## src/rtl/storage_arb_pkg.sv

```systemverilog
// Shared types and default sizing for the storage arbiter.
// Round-robin build: define STORAGE_ARB_RR_EN.
package storage_arb_pkg;

    localparam int NREQ_DEF  = 4;
    localparam int WIDTH_DEF = 32;
    localparam int DEPTH_DEF = 16;

    typedef enum logic {
        IDLE = 1'b0,
        RESP = 1'b1
    } arb_state_e;

endpackage

```

## src/rtl/rr_picker.sv

```systemverilog
// Rotated-priority one-hot picker: the first valid bit at or after
// start (wrapping at N) wins.
module rr_picker #(
    parameter int N  = 4,
    parameter int IW = $clog2(N)
) (
    input  logic [N-1:0]  valid,
    input  logic [IW-1:0] start,
    output logic [N-1:0]  grant,
    output logic [IW-1:0] idx
);

    int            j;
    logic          found;
    logic [IW-1:0] jj;

    always_comb begin
        grant = '0;
        idx   = '0;
        found = 1'b0;
        j     = 0;
        jj    = '0;
        for (int k = 0; k < N; k++) begin
            j = int'(start) + k;
            if (j >= N) begin
                j = j - N;
            end
            jj = IW'(j);
            if (!found && valid[jj]) begin
                found     = 1'b1;
                grant[jj] = 1'b1;
                idx       = jj;
            end
        end
    end

endmodule

```

## src/rtl/storage_arbiter.sv

```systemverilog
// N-requester arbiter in front of a single-port-per-direction storage.
// STORAGE_ARB_RR_EN selects round-robin; otherwise fixed lowest-index priority.
module storage_arbiter
    import storage_arb_pkg::*;
#(
    parameter int NREQ  = NREQ_DEF,
    parameter int WIDTH = WIDTH_DEF,
    parameter int DEPTH = DEPTH_DEF,
    localparam int AW   = $clog2(DEPTH),
    localparam int IW   = $clog2(NREQ)
) (
    input  logic                 clk,
    input  logic                 rst_n,
    input  logic [NREQ-1:0]      req_valid,
    input  logic [NREQ-1:0]      req_we,
    input  logic [NREQ*AW-1:0]   req_addr,
    input  logic [NREQ*WIDTH-1:0] req_wdata,
    output logic [NREQ-1:0]      req_ready,
    output logic                 rsp_valid,
    input  logic                 rsp_ready,
    output logic [IW-1:0]        rsp_id,
    output logic [WIDTH-1:0]     rsp_rdata,
    output logic                 st_wr_en,
    output logic [AW-1:0]        st_wr_addrs,
    output logic [WIDTH-1:0]     st_wr_data,
    output logic                 st_rd_en,
    output logic [AW-1:0]        st_rd_addrs,
    input  logic [WIDTH-1:0]     st_rd_data
);

    arb_state_e       state;
    logic             stall;
    logic             acc;
    logic             rd_acc;
    logic             wr_ok;
    logic             in_range;
    logic             g_we;
    logic [NREQ-1:0]  grant;
    logic [IW-1:0]    gidx;
    logic [IW-1:0]    start;
    logic [AW-1:0]    g_addr;
    logic [WIDTH-1:0] g_wdata;

`ifdef STORAGE_ARB_RR_EN
    logic [IW-1:0] ptr;

    always_ff @(posedge clk or negedge rst_n) begin
        if (!rst_n) begin
            ptr <= '0;
        end else if (acc) begin
            ptr <= (gidx == IW'(NREQ - 1)) ? '0 : gidx + 1'b1;
        end
    end

    assign start = ptr;
`else
    assign start = '0;
`endif

    rr_picker #(
        .N  (NREQ),
        .IW (IW)
    ) u_pick (
        .valid (req_valid),
        .start (start),
        .grant (grant),
        .idx   (gidx)
    );

    // A held response blocks every requester until it is consumed.
    assign stall     = (state == RESP) && !rsp_ready;
    assign req_ready = stall ? '0 : grant;
    assign acc       = |req_ready;

    assign g_we     = req_we[gidx];
    assign g_addr   = req_addr[int'(gidx)*AW +: AW];
    assign g_wdata  = req_wdata[int'(gidx)*WIDTH +: WIDTH];
    assign in_range = {1'b0, g_addr} < (AW+1)'(DEPTH);

    assign wr_ok  = acc && g_we && in_range;
    assign rd_acc = acc && !g_we;

    always_comb begin
        st_wr_en    = 1'b0;
        st_wr_addrs = '0;
        st_wr_data  = '0;
        st_rd_en    = 1'b0;
        st_rd_addrs = '0;
        if (wr_ok) begin
            st_wr_en    = 1'b1;
            st_wr_addrs = g_addr;
            st_wr_data  = g_wdata;
        end
        if (rd_acc) begin
            st_rd_en    = 1'b1;
            st_rd_addrs = g_addr;
        end
    end

    always_ff @(posedge clk or negedge rst_n) begin
        if (!rst_n) begin
            state     <= IDLE;
            rsp_id    <= '0;
            rsp_rdata <= '0;
        end else begin
            if (rd_acc) begin
                state     <= RESP;
                rsp_id    <= gidx;
                rsp_rdata <= in_range ? st_rd_data : '0;
            end else if (state == RESP && rsp_ready) begin
                state <= IDLE;
            end
        end
    end

    assign rsp_valid = (state == RESP);

endmodule
```

## config.mk

```make
export PLATFORM = sky130hd
export DESIGN_NAME = storage_arbiter
export DESIGN_NICKNAME = d
export VERILOG_FILES = /design/src/rtl/storage_arb_pkg.sv /design/src/rtl/rr_picker.sv /design/src/rtl/storage_arbiter.sv
export SDC_FILE = /design/constraint.sdc
export NUM_CORES = 1
export LEC_CHECK = 0
export BUFFER_PORTS_ARGS = -buffer_cell sky130_fd_sc_hd__buf_2
export CORE_AREA = 2 2 105 107
export CTS_CLUSTER_SIZE = 10
export DETAILED_ROUTE_END_ITERATION = 10
export DIE_AREA = 0 0 107 109
export GPL_TIMING_DRIVEN = 0
export PLACE_DENSITY_LB_ADDON = 0.25
export SETUP_SLACK_MARGIN = 0.02
export SYNTH_ARGS = -nofsm -noshare
export SYNTH_HDL_FRONTEND = slang
export SYNTH_HIERARCHICAL = 1
export SYNTH_SLANG_ARGS = --single-unit
```

## constraint.sdc

```tcl
create_clock -name clk -period 3 [get_ports clk]
set_input_delay 0.3 -clock clk [delete_from_list [all_inputs] [get_ports clk]]
set_output_delay 0.3 -clock clk [all_outputs]
set_load 0.005 [all_outputs]
```

==> results.tsv, run 1 <==
stage	metric	value	unit
synthesis	most frequent cell after synthesis	mux4_2	
final_layout	final non-filler cell total	681	
worst_hold_path	Hold Crit Class	input pin to async pin	
timing	setup violators final	0	
timing	Worst slew margin	49.3	%
floorplanning	Die Y	109	um
place	# port buffers	265	
timing	Tmin final	2.95	ns
clock_tree	Root Buffer	clkbuf_8	
drt	DRT antenna net count	0	
synthesis	Post-synth ARST share	100	%
floorplanning	Die ar.	11700	um^2
synthesis	synth unique cells	41	
setup_path	Worst EP required	2.70	ns
timing	final worst clock skew	0.00571	ns
global_routing	total congestion overflow	0	
synthesis	area leader, netlist	mux4_2	
power	Leakage	0.00252	uW
floorplanning	Die Wd	107	um
drt	DR vias	3318	
timing	slew of the pin with the lowest slew margin	0.760	ns
global_routing	GR Util met2	30.5	%
clock_tree	H-tree levels	2	
global_routing	GR Util met3	3.05	%
drt	initial DRC count	166	
drt	Total Routed Length	11.5	mm
synthesis	Synth area leaders	mux4_2 30%, dfrtp_1 29%, mux2_1 13%	
place	number of placed cells counting well taps	659	
setup_path	Worst Setup End Kind	primary output	
synthesis	Synth Warn #	6	
place	HPWL after DPL	9.39	mm
setup_path	CP arrival	2.65	ns
drt	vias per cell	4.87	
final_layout	Total Nets Final	732	
job	Max-cap violations	0	
setup_path	CP max stage cell	mux4_2	
clock_tree	total CTS buffers	5	
synthesis	Yosys top cell area share	29.8	%
clock_tree	Num Clock Sinks	35	
synthesis	Seq/Total Area, Yosys	29.0	%
floorplanning	I/O Pins	268	
global_routing	antenna violations before repair	0	
global_routing	vias in the first global route	3154	
drt	DRC violations left	0	
timing	setup TNS	0	ns
clock_tree	CTS Buffer Depth	2	
drt	routed len/inst	16.9	um
synthesis	Post-synth EDFFs	0	
global_routing	global-route wire length before repair	16.1	mm
global_routing	global-route met1 utilization	23.5	%
final_layout	layout cell share with drive strength beyond 1	68.9	%
setup_path	CP cell instances	buf_2 > mux4_2 > nor2_2 > o31a_1 > mux4_2 > buf_6 > nand3_4 > clkbuf_16 > nor2b_1 > buf_2	
synthesis	synthesized flop and latch total	35	
power	Power Density	525	nW/um^2
synthesis	ys flop type	dfrtp_1	
timing	crit share post-route	98.4	%
setup_path	WS Path Type	input pin to primary output	
global_routing	pin count of the biggest net entering global routing	36	
global_routing	GRT Overall Usage	17.5	%
setup_path	Max stage delay on crit path	0.59	ns
setup_path	CP Max Fanout	10	
clock_tree	Worst-Skew Late Latency	0.28	ns
timing	FMAX	339	MHz
timing	RSZ-0062 raised after global routing	yes	
timing	fin. max-slew vios	0	
place	Placer Congestion	0.794	
synthesis	syn avg cell area	12.2	um^2
final_layout	ant diodes	0	
synthesis	Cells after Synth	247	
place	post-place setup slack	-0.522	ns
clock_tree	CTS clk-pin slew, worst paths	0.07	ns
synthesis	Synth Cell Area	3020	um^2
floorplanning	Initial Util	28.5	%
clock_tree	CTS tree	built	
drt	TritonRoute pass-1 iters	5	
run_status	status	finished clean	
timing	Final Hold Vio Count	0	
timing	worst setup margin	0.0472	ns
floorplanning	row cnt	38	
power	VDD IR max	0.000261	V
final_layout	Syn-to-layout area delta	65.4	%
floorplanning	core area	10600	um^2
synthesis	Synth top cells by count	40 x mux4_2, 35 x dfrtp_1, 34 x mux2_1, 34 x nor2b_1, 10 x nand2_1	
setup_path	CP Launch Type	input pin	
global_routing	Top Usage Layer GRT	met2	
-- placed cells by master (no fill, tap or decap), drive strengths merged, types with 7 or more instances in the layout --
master and n:
dfrtp 35, o21ai 9, clkbuf 10, and2 8
nand2 10, nor2b 35, mux4 40, nor2 7
inv 7, mux2 34, conb 8, buf 296
-- cells by family after synthesis --
| family | Yosys count | share of synthesized area [%] |
|---|---|---|
| mux | 77 | 43.4 |
| simple gates | 77 | 15.1 |
| flops | 35 | 29.0 |
| buf+inv | 29 | 4.84 |
| compound gates | 23 | 5.42 |
| fa+ha+maj | 5 | 2.07 |
| other cells | 1 | 0.124 |
-- routing by layer --
metal	vias up	part of all wire, %
met5	-	0
met4	0	0.69
met3	6	6.7
met2	163	52
met1	1640	40
li1	1509	-
-- worst max-delay path: cells and delay by family --
kind / cells / cell delay (ns)
muxes: 2 / 1.12
AOI/OAI and AO/OA: 1 / 0.24
and+or+nand+nor: 3 / 0.36
buffers and inverters: 4 / 0.63
-- flip-flops by register name, summed over array words and instances (netlist names) --
signal and flops:
rsp_valid 1, rsp_id 2, rsp_rdata 32
-- where the power goes --
| group | switching [uW] | total, uW | internal [uW] | leakage [uW] |
|---|---|---|---|---|
| Clock | 161 | 323 | 162 | 0.0000412 |
| Combinational | 639 | 1490 | 850 | 0.00206 |
| Sequential | 106 | 813 | 707 | 0.000412 |
| Total | 905 | 2630 | 1720 | 0.00252 |
-- stage by stage --
step / hold WS [ns] / util, % / power (uW) / instance area (um^2)
2_1_floorplan: 0.00441 / - / 1510 / 3050
3_3_place_gp: 0.411 / 42.9 / 2090 / 4550
3_5_place_dp: 0.416 / 42.9 / 2130 / 4550
4_1_cts: 0.112 / 45.6 / 2560 / 4840
5_1_grt: 0.145 / 47.2 / 2820 / 5000
6_report: 0.0924 / 47.2 / 2630 / 5000
-- what timing repair did --
| item | in CTS | in global routing |
|---|---|---|
| cloned | 1 | 3 |
| hold buffers | 0 | 0 |
| endpoints found under the hold margin | 0 | 0 |
| pin swaps | 2 | 4 |
| setup buffers | 10 | 1 |
| setup endpoints to repair | 42 | 40 |
| gates resized for setup | 33 | 26 |
-- final timing paths --
kind / to / startpoint / cells past startpoint / slack, ns
hold / removal: rsp_rdata[2] / rst_n / 1 / 0.09
hold reg to reg: rsp_rdata[30] / rsp_rdata[30] / 1 / 0.48
setup / recovery: st_wr_data[30] / req_valid[0] / 10 / 0.05
max in group asynchronous: rsp_rdata[6] / rst_n / 1 / 2.42
min in group clk: rsp_rdata[16] / st_rd_data[16] / 2 / 0.23
setup reg to reg: rsp_rdata[9] / rsp_valid / 6 / 1.27
-- layout make-up --
| class | instances | area [um^2] |
|---|---|---|
| fillers | 1028 | 5600 |
| multi-input cells | 191 | 2150 |
| repair buffers | 279 | 1490 |
| flip-flops and latches | 35 | 876 |
| plain buffers | 21 | 194 |
| well taps | 140 | 175 |
| clock buffers | 6 | 72.6 |
| inverters | 7 | 26.3 |
| clock inverters | 2 | 12.5 |
Note: power is estimated with default switching activity, not from simulation.
==> inputs of run 2 (changes only) <==
--- a/config.mk
+++ b/config.mk
@@ -6,10 +6,11 @@
 export NUM_CORES = 1
 export LEC_CHECK = 0
 export BUFFER_PORTS_ARGS = -buffer_cell sky130_fd_sc_hd__buf_2
-export CORE_AREA = 2 2 105 107
+export CELL_PAD_IN_SITES_DETAIL_PLACEMENT = 1
+export CELL_PAD_IN_SITES_GLOBAL_PLACEMENT = 2
+export CORE_UTILIZATION = 19
 export CTS_CLUSTER_SIZE = 10
 export DETAILED_ROUTE_END_ITERATION = 10
-export DIE_AREA = 0 0 107 109
 export GPL_TIMING_DRIVEN = 0
 export PLACE_DENSITY_LB_ADDON = 0.25
 export SETUP_SLACK_MARGIN = 0.02
==> results.tsv, run 2 (synthesized netlist as in run 1, its figures left out) <==
stage	metric	value	unit	change
run_status	status	finished clean		
drt	DRT antenna net count	0		unchanged
setup_path	Max stage delay on crit path	0.58	ns	about the same
setup_path	Reg2Reg Depth	5		-1
timing	setup violators final	0		unchanged
setup_path	CP Max Fanout	6		-4
power	Leakage	0.00261	uW	+3.7%
timing	Worst slew margin	48.2	%	-1.1 points
floorplanning	core area	15400	um^2	+45%
worst_hold_path	Hold Crit Class	input pin to async pin		
drt	initial DRC count	95		-43%
drt	TritonRoute pass-1 iters	4		-1
drt	DRC violations left	0		unchanged
power	Power Density	550	nW/um^2	+4.7%
clock_tree	CTS tree	built		
floorplanning	Die Y	128	um	+18%
setup_path	R2R Setup Slk	1.35	ns	+0.08 ns
global_routing	global-route wire length before repair	18.8	mm	+16%
setup_path	Worst Setup End Kind	primary output		
place	number of placed cells counting well taps	730		+11%
drt	DR vias	3311		-0.21%
floorplanning	I/O Pins	268		unchanged
timing	slew of the pin with the lowest slew margin	0.776	ns	+0.0164 ns
global_routing	total congestion overflow	0		unchanged
floorplanning	Initial Util	19.7	%	-8.8 points
global_routing	antenna violations before repair	0		unchanged
place	HPWL after DPL	10.9	mm	+16%
drt	Total Routed Length	13.2	mm	+14%
final_layout	commonest non-fill, non-tap cell in the layout	buf_2		
setup_path	CP arrival	2.69	ns	+0.04 ns
timing	Worst Hold Slack	0.108	ns	+0.0153 ns
floorplanning	Die ar.	16400	um^2	+41%
timing	crit share post-route	99.6	%	+1.1 points
final_layout	ant diodes	0		unchanged
job	Max-cap violations	0		unchanged
setup_path	CP Launch Type	input pin		
drt	routed len/inst	17.5	um	+3.5%
clock_tree	CTS Buffer Depth	2		unchanged
place	Placer Congestion	0.793		about the same
clock_tree	CTS clk-pin slew, worst paths	0.05	ns	-0.02 ns
floorplanning	Die Wd	128	um	+20%
final_layout	Largest register FFs	32		unchanged
timing	FMAX	335	MHz	-1.1%
clock_tree	# hold bufs at CTS	0		unchanged
clock_tree	H-tree levels	2		unchanged
setup_path	worst r2r dst	rsp_rdata[6]		
timing	setup TNS	0	ns	unchanged
setup_path	Worst EP required	2.70	ns	about the same
final_layout	Reg with most FFs	rsp_rdata		
final_layout	most frequent cells in the layout	264 x buf_2, 40 x mux4_2, 35 x dfrtp_1		
timing	Final Hold Vio Count	0		unchanged
power	VDD IR max	0.000210	V	-19%
global_routing	GRT Overall Usage	14.9	%	-2.6 points
clock_tree	total CTS buffers	5		unchanged
timing	final worst clock skew	0.00133	ns	-0.00437 ns
clock_tree	Num Clock Sinks	35		unchanged
timing	Tmin final	2.99	ns	+0.0342 ns
setup_path	CP max stage cell	or4_4		
timing	fin. max-slew vios	0		unchanged
final_layout	Syn-to-layout area delta	75.1	%	
floorplanning	row cnt	45		+18%
final_layout	final non-filler cell total	752		+10%
setup_path	WS Path Type	input pin to primary output		
final_layout	layout cell share with drive strength beyond 1	70.8	%	+1.8 points
setup_path	RR Startpoint	rsp_valid		
drt	vias per cell	4.40		-9.6%
clock_tree	Root Buffer	clkbuf_16		
place	# port buffers	265		unchanged
global_routing	vias in the first global route	3392		+7.5%
timing	RSZ-0062 raised after global routing	yes		
final_layout	Total Nets Final	732		unchanged
clock_tree	Worst-Skew Late Latency	0.27	ns	about the same
setup_path	CP cell instances	buf_6 > buf_8 > mux4_2 > nand2_2 > o21ai_2 > a221o_2 > or4_4 > nand3_4 > clkbuf_16 > nor2b_4 > buf_2		
global_routing	pin count of the biggest net entering global routing	36		unchanged
## run 2: metal layers
| layer | GRT usage, % | wire length, um | vias to the layer above | share of wire [%] |
|---|---|---|---|---|
| li1 | - | - | 1519 | - |
| met1 | 18.1 | 5100 | 1660 | 39 |
| met2 | 27.9 | 7220 | 124 | 55 |
| met3 | 2.96 | 775 | 8 | 5.9 |
| met4 | 1.59 | 81 | 0 | 0.61 |
| met5 | 0 | 0 | - | 0 |
## run 2: power breakdown
part	switching [uW]	internal (uW)	leakage, uW
clock	180	352	0.0000761
sequential	106	709	0.000412
combinational	667	897	0.00212
total	953	1960	0.00261
## run 2: timing repair
| action | in CTS | in global routing |
|---|---|---|
| resized for setup | 40 | 43 |
| pin swaps | 3 | 5 |
| setup endpoints to repair | 42 | 42 |
| gates cloned | 0 | 4 |
| buffers inserted | 9 | 4 |
## run 2: per-stage QoR
stage / util (%) / cell area (um^2) / worst slack (ns) / power, uW
final: 34.4 / 5300 / 0.0130 / 2910
after floorplan: - / 3050 / 0.138 / 1510
after global routing: 34.4 / 5300 / -0.0630 / 3140
after global placement: 30.2 / 4640 / -0.677 / 2130
after detailed placement: 30.2 / 4640 / -0.745 / 2170
after CTS: 32.5 / 5000 / 0.00491 / 2800
## run 2: how the worst max path moves through the flow
stage / slack, ns / endpoint / cells after the start / start
after floorplan: 0.14 / st_wr_data[10] / 9 / req_valid[1]
after global placement: -0.68 / st_wr_data[23] / 11 / req_valid[1]
after CTS: 0.005 / st_wr_data[23] / 11 / req_valid[1]
final: 0.01 / st_wr_data[9] / 11 / req_valid[1]
after detailed placement: -0.74 / st_wr_data[14] / 11 / req_valid[1]
after global routing: -0.06 / st_wr_data[9] / 11 / req_valid[1]
## run 2: layout make-up
cell class / instances / area [um^2]
Sequential cell: 35 / 876
Clock buffer: 7 / 153
Multi-Input combinational cell: 191 / 2200
Fill cell: 1780 / 10100
Tap cell: 211 / 264
Buffer: 21 / 234
Inverter: 7 / 28.8
Clock inverter: 1 / 7.51
Timing Repair Buffer: 279 / 1530
## run 2: critical path: cells and delay by family
kind / cells / cell delay (ns)
buffers and inverters: 4 / 0.54
and+or+nand+nor: 4 / 0.95
muxes: 1 / 0.50
AOI/OAI and AO/OA: 2 / 0.38
==> inputs of run 3 (changes only) <==
--- a/config.mk
+++ b/config.mk
@@ -12,7 +12,7 @@
 export CTS_CLUSTER_SIZE = 10
 export DETAILED_ROUTE_END_ITERATION = 10
 export GPL_TIMING_DRIVEN = 0
-export PLACE_DENSITY_LB_ADDON = 0.25
+export PLACE_DENSITY = 0.91
 export SETUP_SLACK_MARGIN = 0.02
 export SYNTH_ARGS = -nofsm -noshare
 export SYNTH_HDL_FRONTEND = slang
==> results.tsv, run 3 (synthesized netlist as in run 1, its figures left out) <==
stage	metric	value	unit	change
setup_path	Worst EP required	2.70	ns	about the same
floorplanning	core area	15400	um^2	unchanged
final_layout	layout cell share with drive strength beyond 1	69.1	%	-1.7 points
global_routing	pin count of the biggest net entering global routing	36		unchanged
drt	initial DRC count	116		+22%
global_routing	global-route wire length before repair	19.0	mm	+1.3%
setup_path	worst r2r dst	rsp_rdata[7]		
floorplanning	Die Wd	128	um	unchanged
clock_tree	total CTS buffers	5		unchanged
place	HPWL after DPL	11.0	mm	+1.5%
clock_tree	Root Buffer	clkbuf_16		
clock_tree	CTS clk-pin slew, worst paths	0.06	ns	about the same
global_routing	total congestion overflow	0		unchanged
final_layout	Fillers	1827		+2.6%
setup_path	RR Startpoint	rsp_valid		
timing	slew of the pin with the lowest slew margin	0.762	ns	-0.0141 ns
final_layout	fin util	33.5	%	-0.94 points
floorplanning	Die Y	128	um	unchanged
job	Max-cap violations	0		unchanged
worst_hold_path	Hold Crit Class	input pin to async pin		
final_layout	Reg with most FFs	rsp_rdata		
floorplanning	row cnt	45		unchanged
clock_tree	Num Clock Sinks	35		unchanged
timing	fin. max-slew vios	0		unchanged
timing	worst setup margin	0.0364	ns	+0.0235 ns
floorplanning	I/O Pins	268		unchanged
final_layout	Syn-to-layout area delta	70.3	%	
drt	routed len/inst	17.6	um	+0.48%
clock_tree	CTS Buffer Depth	2		unchanged
run_status	status	finished clean		
drt	DRC violations left	0		unchanged
drt	TritonRoute pass-1 iters	4		unchanged
setup_path	WS Path Type	input pin to primary output		
timing	Final Hold Vio Count	0		unchanged
power	VDD IR max	0.000215	V	+2.3%
place	# port buffers	265		unchanged
drt	DR vias	3353		+1.3%
timing	Worst slew margin	49.2	%	+0.94 points
setup_path	CP arrival	2.66	ns	-0.03 ns
clock_tree	CTS tree	built		
global_routing	antenna violations before repair	1		+1
timing	Tmin final	2.96	ns	-0.0235 ns
setup_path	CP Launch Type	input pin		
timing	FMAX	337	MHz	+0.79%
final_layout	most frequent cells in the layout	268 x buf_2, 40 x mux4_2, 35 x dfrtp_1		
timing	final worst clock skew	0.00297	ns	+0.00164 ns
setup_path	CP Max Fanout	10		+4
clock_tree	H-tree levels	2		unchanged
clock_tree	Worst-Skew Late Latency	0.28	ns	about the same
place	Placer Congestion	0.774		-2.4%
final_layout	Largest register FFs	32		unchanged
global_routing	vias in the first global route	3436		+1.3%
drt	DRT antenna net count	0		unchanged
timing	RSZ-0062 raised after global routing	yes		
drt	Total Routed Length	13.3	mm	+1.0%
setup_path	R2R Setup Slk	1.27	ns	-0.08 ns
drt	vias per cell	4.44		+0.73%
setup_path	Worst Setup End Kind	primary output		
final_layout	Total Nets Final	735		+0.41%
setup_path	Reg2Reg Depth	5		unchanged
global_routing	GRT Overall Usage	15.2	%	+0.21 points
power	Power Density	546	nW/um^2	-0.77%
place	post-place setup slack	-0.763	ns	-0.0188 ns
timing	crit share post-route	98.8	%	-0.78 points
final_layout	commonest non-fill, non-tap cell in the layout	buf_2		
power	Leakage	0.00255	uW	-2.3%
clock_tree	# hold bufs at CTS	0		unchanged
timing	setup violators final	0		unchanged
floorplanning	Initial Util	19.7	%	unchanged
floorplanning	Die ar.	16400	um^2	unchanged
-- run 3: cell count changes in the layout (fill, tap and decap cells not counted), moves of 2 or more --
cell | previous run | this run
buf_12 | 4 | 0
buf_2 | 264 | 268
buf_4 | 10 | 16
buf_8 | 3 | 1
clkbuf_16 | 8 | 6
nor2_1 | 4 | 6
nor2_2 | 3 | 1
nor2b_1 | 22 | 28
nor2b_4 | 12 | 5
-- run 3: area by class of cell --
type	count	area [um^2]	share of cell area (%)
Tap cell	211	264	5.13
Multi-Input combinational cell	190	2140	41.5
Sequential cell	35	876	17.0
Clock buffer	5	125	2.43
Buffer	20	195	3.79
Antenna cell	1	2.50	0.0486
Timing Repair Buffer	284	1500	29.2
Clock inverter	3	20.0	0.389
Inverter	7	26.3	0.510
-- run 3: worst max path at each step --
stage / from / endpoint / slack (ns) / depth (start not counted)
floorplan: req_valid[1] / st_wr_data[10] / 0.14 / 9
global placement: req_valid[1] / st_wr_data[14] / -0.66 / 11
detailed placement: req_valid[1] / st_wr_data[14] / -0.76 / 11
CTS: req_valid[1] / st_wr_data[31] / 0.01 / 13
global route: req_valid[1] / st_wr_data[1] / -0.04 / 13
finish: req_valid[0] / st_wr_data[1] / 0.04 / 11
-- run 3: metrics by stage --
step	TNS (ns)	hold WS (ns)	instances	cell area (um^2)	total power (uW)
global route	-0.218	0.163	755	5150	3000
CTS	0	0.130	750	5030	2800
detailed placement	-26.52	0.423	730	4640	2170
floorplan	0	0.00441	254	3050	1510
global placement	-20.90	0.407	730	4640	2100
finish	0	0.0951	756	5150	2810
-- run 3: layer usage --
layer  global-route usage, %  up-vias  share of wire [%]
met2                    28.1      140                 54
met5                       0        -                  0
met4                    3.53        0                1.3
li1                        -     1515                  -
met1                    18.1     1683                 38
met3                    2.55       15                6.0
-- run 3: what timing repair did --
action	CTS	global route
buffers inserted	11	6
pin swaps	4	7
gates cloned	2	0
endpoints found under the setup margin	42	51
resized for setup	39	22
-- run 3: report_power, final --
group	total [uW]	internal, uW	switching (uW)
clock network	501	305	196
registers	829	709	120
logic	1480	832	647
-- run 3: worst max-delay path, cell delays in order --
cell     delay [ns]
buf_4          0.15
mux4_2         0.52
nand2_1        0.09
o21ai_0        0.09
a221o_2        0.32
or4_4          0.56
nand3_4        0.21
buf_6          0.14
buf_6          0.11
nor2b_4        0.03
buf_2          0.13
